### src/rtl/lt24_rect_fill_pkg.sv
// rtl/lt24_rect_fill_pkg.sv - shared types and constants for the LT24 rectangle fill block
package lt24_pkg;

    localparam int WIDTH_DEF  = 240;
    localparam int HEIGHT_DEF = 320;
    localparam int X_W        = 8;
    localparam int Y_W        = 9;

    typedef logic [15:0] rgb565_t;

    typedef enum logic [1:0] {
        IDLE = 2'd0,
        FILL = 2'd1,
        DONE = 2'd2
    } state_e;

endpackage

### src/rtl/lt24_rect_fill_if.sv
// rtl/lt24_rect_fill_if.sv - command and pixel handshake bundle between app, fill block and LT24 driver
interface lt24_rect_fill_if;
    import lt24_pkg::*;

    logic             cmdValid;
    logic             cmdReady;
    logic [X_W-1:0]   cmdX;
    logic [Y_W-1:0]   cmdY;
    logic [X_W-1:0]   cmdW;
    logic [Y_W-1:0]   cmdH;
    rgb565_t          cmdColour;

    logic [X_W-1:0]   xAddr;
    logic [Y_W-1:0]   yAddr;
    rgb565_t          pixelData;
    logic             pixelWrite;
    logic             pixelReady;

    // Side that issues commands and plays the display driver.
    modport master (
        output cmdValid, cmdX, cmdY, cmdW, cmdH, cmdColour, pixelReady,
        input  cmdReady, xAddr, yAddr, pixelData, pixelWrite
    );

    // The fill block itself.
    modport slave (
        input  cmdValid, cmdX, cmdY, cmdW, cmdH, cmdColour, pixelReady,
        output cmdReady, xAddr, yAddr, pixelData, pixelWrite
    );

endinterface

### src/rtl/lt24_rect_fill_raster_counter.sv
// rtl/lt24_rect_fill_raster_counter.sv - loadable raster-order x/y counter over a clipped rectangle
module lt24_raster_counter
    import lt24_pkg::*;
(
    input  logic             clock,
    input  logic             reset_n,
    input  logic             load_i,
    input  logic [X_W-1:0]   start_x_i,
    input  logic [Y_W-1:0]   start_y_i,
    input  logic [X_W-1:0]   x_last_i,
    input  logic [Y_W-1:0]   y_last_i,
    input  logic             advance_i,
    output logic [X_W-1:0]   x_o,
    output logic [Y_W-1:0]   y_o,
    output logic             last_o
);

    logic [X_W-1:0] x_q, x_d;
    logic [Y_W-1:0] y_q, y_d;
    logic [X_W-1:0] x_start_q, x_start_d;
    logic [X_W-1:0] x_last_q, x_last_d;
    logic [Y_W-1:0] y_last_q, y_last_d;

    assign last_o = (x_q == x_last_q) && (y_q == y_last_q);
    assign x_o    = x_q;
    assign y_o    = y_q;

    // Load a new rectangle, or step one pixel in raster order; holds at the final pixel.
    always_comb begin
        x_d       = x_q;
        y_d       = y_q;
        x_start_d = x_start_q;
        x_last_d  = x_last_q;
        y_last_d  = y_last_q;
        if (load_i) begin
            x_d       = start_x_i;
            y_d       = start_y_i;
            x_start_d = start_x_i;
            x_last_d  = x_last_i;
            y_last_d  = y_last_i;
        end else if (advance_i && !last_o) begin
            if (x_q < x_last_q) begin
                x_d = x_q + 1'b1;
            end else begin
                x_d = x_start_q;
                y_d = y_q + 1'b1;
            end
        end
    end

    // Counter and bound registers.
    always_ff @(posedge clock or negedge reset_n) begin
        if (!reset_n) begin
            x_q       <= '0;
            y_q       <= '0;
            x_start_q <= '0;
            x_last_q  <= '0;
            y_last_q  <= '0;
        end else begin
            x_q       <= x_d;
            y_q       <= y_d;
            x_start_q <= x_start_d;
            x_last_q  <= x_last_d;
            y_last_q  <= y_last_d;
        end
    end

endmodule

### src/rtl/lt24_rect_fill.sv
// rtl/lt24_rect_fill.sv - clipped rectangle fill streaming pixels to the LT24 driver
module lt24_rect_fill
    import lt24_pkg::*;
#(
    parameter int WIDTH  = WIDTH_DEF,
    parameter int HEIGHT = HEIGHT_DEF
) (
    input  logic                clock,
    input  logic                reset_n,
    lt24_rect_fill_if.slave     bus,
    output logic                busy,
    output logic                done
);

    // Panel limits widened one bit so origin+size never wraps before clipping.
    localparam logic [X_W:0] W_LIM = (X_W+1)'(WIDTH);
    localparam logic [Y_W:0] H_LIM = (Y_W+1)'(HEIGHT);

    state_e         state_q, state_d;
    logic           ready_q;
    rgb565_t        colour_q, colour_d;

    logic           accept;
    logic           cmd_empty;
    logic           load;
    logic           advance;
    logic           last;
    logic [X_W:0]   x_end, x_lim;
    logic [Y_W:0]   y_end, y_lim;
    logic [X_W-1:0] x_last;
    logic [Y_W-1:0] y_last;
    logic [X_W-1:0] cnt_x;
    logic [Y_W-1:0] cnt_y;

    // Clip the incoming command to the panel and flag commands that cover no pixel.
    always_comb begin
        x_end     = {1'b0, bus.cmdX} + {1'b0, bus.cmdW};
        y_end     = {1'b0, bus.cmdY} + {1'b0, bus.cmdH};
        x_lim     = (x_end > W_LIM) ? W_LIM : x_end;
        y_lim     = (y_end > H_LIM) ? H_LIM : y_end;
        x_last    = X_W'(x_lim - 1'b1);
        y_last    = Y_W'(y_lim - 1'b1);
        cmd_empty = (bus.cmdW == '0) || (bus.cmdH == '0) ||
                    ({1'b0, bus.cmdX} >= W_LIM) || ({1'b0, bus.cmdY} >= H_LIM);
    end

    // ready_q keeps cmdReady low until the first clock edge after reset releases.
    assign bus.cmdReady  = (state_q == IDLE) && ready_q;
    assign accept        = bus.cmdReady && bus.cmdValid;
    assign load          = accept && !cmd_empty;
    assign advance       = (state_q == FILL) && bus.pixelReady;

    assign bus.pixelWrite = (state_q == FILL);
    assign bus.pixelData  = colour_q;
    assign bus.xAddr      = cnt_x;
    assign bus.yAddr      = cnt_y;
    assign busy           = (state_q != IDLE);
    assign done           = (state_q == DONE);

    // FSM next state: empty commands skip straight to DONE; the last accepted pixel ends FILL.
    always_comb begin
        state_d  = state_q;
        colour_d = colour_q;
        if (load) begin
            colour_d = bus.cmdColour;
        end
        case (state_q)
            IDLE: begin
                if (accept) begin
                    state_d = cmd_empty ? DONE : FILL;
                end
            end
            FILL: begin
                if (bus.pixelReady && last) begin
                    state_d = DONE;
                end
            end
            DONE: begin
                state_d = IDLE;
            end
            default: begin
                state_d = IDLE;
            end
        endcase
    end

    // State, post-reset ready flag and latched fill colour.
    always_ff @(posedge clock or negedge reset_n) begin
        if (!reset_n) begin
            state_q  <= IDLE;
            ready_q  <= 1'b0;
            colour_q <= '0;
        end else begin
            state_q  <= state_d;
            ready_q  <= 1'b1;
            colour_q <= colour_d;
        end
    end

    lt24_raster_counter u_counter (
        .clock     (clock),
        .reset_n   (reset_n),
        .load_i    (load),
        .start_x_i (bus.cmdX),
        .start_y_i (bus.cmdY),
        .x_last_i  (x_last),
        .y_last_i  (y_last),
        .advance_i (advance),
        .x_o       (cnt_x),
        .y_o       (cnt_y),
        .last_o    (last)
    );

endmodule

### src/flat_wrapper.sv
// flat-port wrapper written by rule: the top's interface ports become plain ports
module lt24_rect_fill_flat import lt24_pkg::*;
#(
    parameter int WIDTH  = WIDTH_DEF,
    parameter int HEIGHT = HEIGHT_DEF
)
  (clock, reset_n, busy, done, bus_cmdValid, bus_cmdX, bus_cmdY, bus_cmdW, bus_cmdH, bus_cmdColour, bus_pixelReady, bus_cmdReady, bus_xAddr, bus_yAddr, bus_pixelData, bus_pixelWrite);
  lt24_rect_fill_if bus_i ();
  input  logic clock;
  input  logic reset_n;
  output logic busy;
  output logic done;
  input wire logic [$bits(bus_i.cmdValid)-1:0] bus_cmdValid;
  input wire logic [$bits(bus_i.cmdX)-1:0] bus_cmdX;
  input wire logic [$bits(bus_i.cmdY)-1:0] bus_cmdY;
  input wire logic [$bits(bus_i.cmdW)-1:0] bus_cmdW;
  input wire logic [$bits(bus_i.cmdH)-1:0] bus_cmdH;
  input wire logic [$bits(bus_i.cmdColour)-1:0] bus_cmdColour;
  input wire logic [$bits(bus_i.pixelReady)-1:0] bus_pixelReady;
  output wire logic [$bits(bus_i.cmdReady)-1:0] bus_cmdReady;
  output wire logic [$bits(bus_i.xAddr)-1:0] bus_xAddr;
  output wire logic [$bits(bus_i.yAddr)-1:0] bus_yAddr;
  output wire logic [$bits(bus_i.pixelData)-1:0] bus_pixelData;
  output wire logic [$bits(bus_i.pixelWrite)-1:0] bus_pixelWrite;
  assign bus_i.cmdValid = bus_cmdValid;
  assign bus_i.cmdX = bus_cmdX;
  assign bus_i.cmdY = bus_cmdY;
  assign bus_i.cmdW = bus_cmdW;
  assign bus_i.cmdH = bus_cmdH;
  assign bus_i.cmdColour = bus_cmdColour;
  assign bus_i.pixelReady = bus_pixelReady;
  assign bus_cmdReady = bus_i.cmdReady;
  assign bus_xAddr = bus_i.xAddr;
  assign bus_yAddr = bus_i.yAddr;
  assign bus_pixelData = bus_i.pixelData;
  assign bus_pixelWrite = bus_i.pixelWrite;
  lt24_rect_fill #(.WIDTH(WIDTH), .HEIGHT(HEIGHT)) u_core (.clock(clock), .reset_n(reset_n), .bus(bus_i), .busy(busy), .done(done));
endmodule
### config.mk
export PLATFORM = sky130hd
export DESIGN_NAME = lt24_rect_fill_flat
export DESIGN_NICKNAME = d
export VERILOG_FILES = /design/src/rtl/lt24_rect_fill_pkg.sv /design/src/rtl/lt24_rect_fill_if.sv /design/src/rtl/lt24_rect_fill_raster_counter.sv /design/src/rtl/lt24_rect_fill.sv /design/src/flat_wrapper.sv
export SDC_FILE = /design/constraint.sdc
export NUM_CORES = 1
export LEC_CHECK = 0
export CAP_MARGIN = 5
export CORE_MARGIN = 4
export CORE_UTILIZATION = 30
export CTS_BUF_LIST = sky130_fd_sc_hd__clkbuf_16
export CTS_CLUSTER_DIAMETER = 80
export DETAILED_ROUTE_END_ITERATION = 8
export PLACE_DENSITY_LB_ADDON = 0.2
export SLEW_MARGIN = 25
export SYNTH_ARGS = -nofsm -noshare
export SYNTH_HDL_FRONTEND = slang
export SYNTH_SLANG_ARGS = --single-unit
export TNS_END_PERCENT = 20
### constraint.sdc
create_clock -name clock -period 7 [get_ports clock]
set_input_delay 1.4 -clock clock [delete_from_list [all_inputs] [get_ports clock]]
set_output_delay 1.4 -clock clock [all_outputs]
set_load 0.05 [all_outputs]
==> impl_metrics.ini <==
[status]
status = completed

[place]
dp_hpwl_um = 8720
dp_slack_ps = 1900
gp_congestion = 0.810
port_buffers = 90

[route]
wl_per_cell_um = 14.7
drc = 0
routed-via-count = 3739
postRouteAntennaNets = 0
drt-initial-drc-count = 173
drt-met1-wl_um = 5180
wl_um = 11300
dr_wl_met3_um = 432
dr.pass1.iters = 4
met2_length_um = 5580
viasPerCell = 4.84
highest_layer = met4

[grt]
grt_pass1_wl_um = 18600
grt.overflow.total = 0
grt_max_degree = 66
antenna_found_initial = 0
track_usage_pct = 14.2
grt_pass1_vias = 3784

[floorplan]
die_area_um2 = 16000
start_util_pct = 30.5
placementRows = 43
dieHeight_um = 127
num_io_pins = 91
coreArea_um2 = 13800
dieWidth_um = 127

[final_layout]
multiInputGateArea_um2 = 2530
seq_area_um2 = 1530
final_util_pct = 40.5
n_antenna_cell = 0
area_growth_pct = 32.9
final_layout_size_suffix_gt1_share_pct = 5.91
fill_cells = 1391
final_common_cell = nand2_1
final_cell_mix = 107 x nand2_1, 89 x clkdlybuf4s50_1, 61 x dfrtp_1, 31 x nor2_1
fin_nets = 672

[job]
maxCapViolations = 0

[logic_synthesis]
async_flop_share_pct = 100
synth_area_leaders = dfrtp_1 36%, nand2_1 9.5%, ha_1 8.6%
synth_ff_type = dfrtp_1
synth_edf_count = 0
synthCells = 499
yosys.area.top_type = dfrtp_1
synth-compound-area-share_pct = 16.1
synth_mux_area_share_pct = 1.93
synth.top_cell.area_share_pct = 36.2
yosysWarnings = 0
seq_area_frac_synth_pct = 36.2
synthXorXnorAreaFrac_pct = 8.28
synth_seq_cells = 61
synthAdderAreaFrac_pct = 9.56
ys_types = 59
synth_area_um2 = 4210
syn_avg_cell_area_um2 = 8.44
synth_top_family_by_area = simple AND/OR/NAND/NOR gates
synthesis.nets = 584
synth-simple-area-share_pct = 24.0

[hold_path]
hold_path.class = register to register
min-delay-start = u_core.u_counter.x_start_q[2]

[clocking]
cts_sinks = 61
ctsLongestPathBuffers = 2
clk-insertion-delay-late_ps = 330
cts_made_buffers = 9
post-cts-setup-buffers = 0
clk_pin_slew_ps = 50
cts.htree.levels = 3
root_buffer = clkbuf_16
holdBufCountCts = 0
cts_resized = 0
cts_tree = yes

[timing]
hold_slack_ps = 473
slew_headroom_pct = 46.2
hold_viol = 0
maxSlewViolCount = 0
finalSetupTns_ps = 0
worstMarginPinSlew_ps = 804
setup_viol = 0
rsz0062_at_grt = false
finalCriticalPeriod_ps = 4740
setup_slack_ps = 2260
fmax_mhz = 211
fin_skew_ps = 9.18
fin_crit_sh_pct = 67.7

[critical_path]
required_ps = 7220
ff2ff_setup_slack_ps = 4060
crit_arrival_ps = 4960
end_kind = register
crit_path_start = bus_cmdY[0]
path_class = input port to register
cp-start-kind = input port
r2r-start = u_core.u_counter.x_o[1]
crit_fanout = 9

[pwr]
irDropWorstVdd_v = 0.000238
power.total_uw = 2330
leakage_uw = 0.00247
cellPowerDensity_nw_per_um2 = 417
worst max-delay path: stages:
cell	delay, ps
clkdlybuf4s50_1	500
ha_1	200
inv_1	60
fa_1	390
nand2b_1	180
a21oi_1	220
a21oi_1	70
a21oi_1	170
xor2_1	490
a21oi_4	190
nand2b_1	130
ha_1	270
nand2b_1	100
nor3_1	190
and3_1	190
o211ai_1	80
o21a_1	140
sequential cells by signal (all words and copies together), names as in the netlist:
signal	flops
u_core.u_counter.y_o	9
u_core.u_counter.x_o	8
u_core.u_counter.y_last_q	9
u_core.u_counter.x_last_q	8
u_core.u_counter.x_start_q	8
u_core.state_q	2
u_core.bus.pixelData	16
u_core.ready_q	1
report_power, final:
group,total (uW),leakage (uW),switching (uW),internal [uW]
Sequential,664,0.000741,151,513
Clock,457,0.000162,151,306
Combinational,1210,0.00157,751,460
Total,2330,0.00247,1050,1280
cell usage after synthesis (6+ instances only):
cell	count
nand3_1	16
xor2_1	23
nand2_1	107
o211ai_1	7
xnor2_1	15
a21oi_1	16
a211o_1	6
nor2_1	31
clkbuf_1	12
ha_1	29
nor4_1	9
inv_1	23
dfrtp_1	61
nor3_1	19
nand2b_1	6
o21ai_0	29
mux2i_1	7
cell type report:
| cell class | instances | share of cell area, % |
|---|---|---|
| multi-input cells | 399 | 45.3 |
| flip-flops and latches | 61 | 27.3 |
| repair buffers | 93 | 16.4 |
| clock buffers | 9 | 4.02 |
| well taps | 180 | 4.02 |
| inverters | 23 | 1.54 |
| clock inverters | 7 | 1.47 |
stage by stage:
| stage | instance area [um^2] | instances |
|---|---|---|
| after floorplan | 4210 | 499 |
| after global placement | 5290 | 756 |
| after detailed placement | 5290 | 756 |
| after CTS | 5600 | 772 |
| after global routing | 5600 | 772 |
| final | 5600 | 772 |
worst paths after layout:
check,end,depth (start not counted)
worst max-delay path,u_core.u_counter.y_last_q[8],17
min in group asynchronous,u_core.u_counter.x_o[4],2
max in group asynchronous,u_core.bus.pixelData[12],2
worst max register to register,u_core.u_counter.x_o[2],10
worst min-delay path,u_core.u_counter.x_start_q[2],2
worst min register to register,u_core.u_counter.x_start_q[2],2
cells by family after synthesis:
group | Yosys count
AO/OA/AOI/OAI | 100
other | 1
buffers and inverters | 39
XOR/XNOR | 39
adder cells (fa/ha/maj) | 31
AND/OR/NAND/NOR | 220
multiplexers | 8
flip-flops | 61
layer usage:
layer  vias to the layer above  GRT usage, %
met4                         0          3.22
li1                       1904             -
met2                        71          23.3
met5                         -             0
met1                      1746          18.8
met3                        18          3.71
Power figures use the tool's default switching activity.
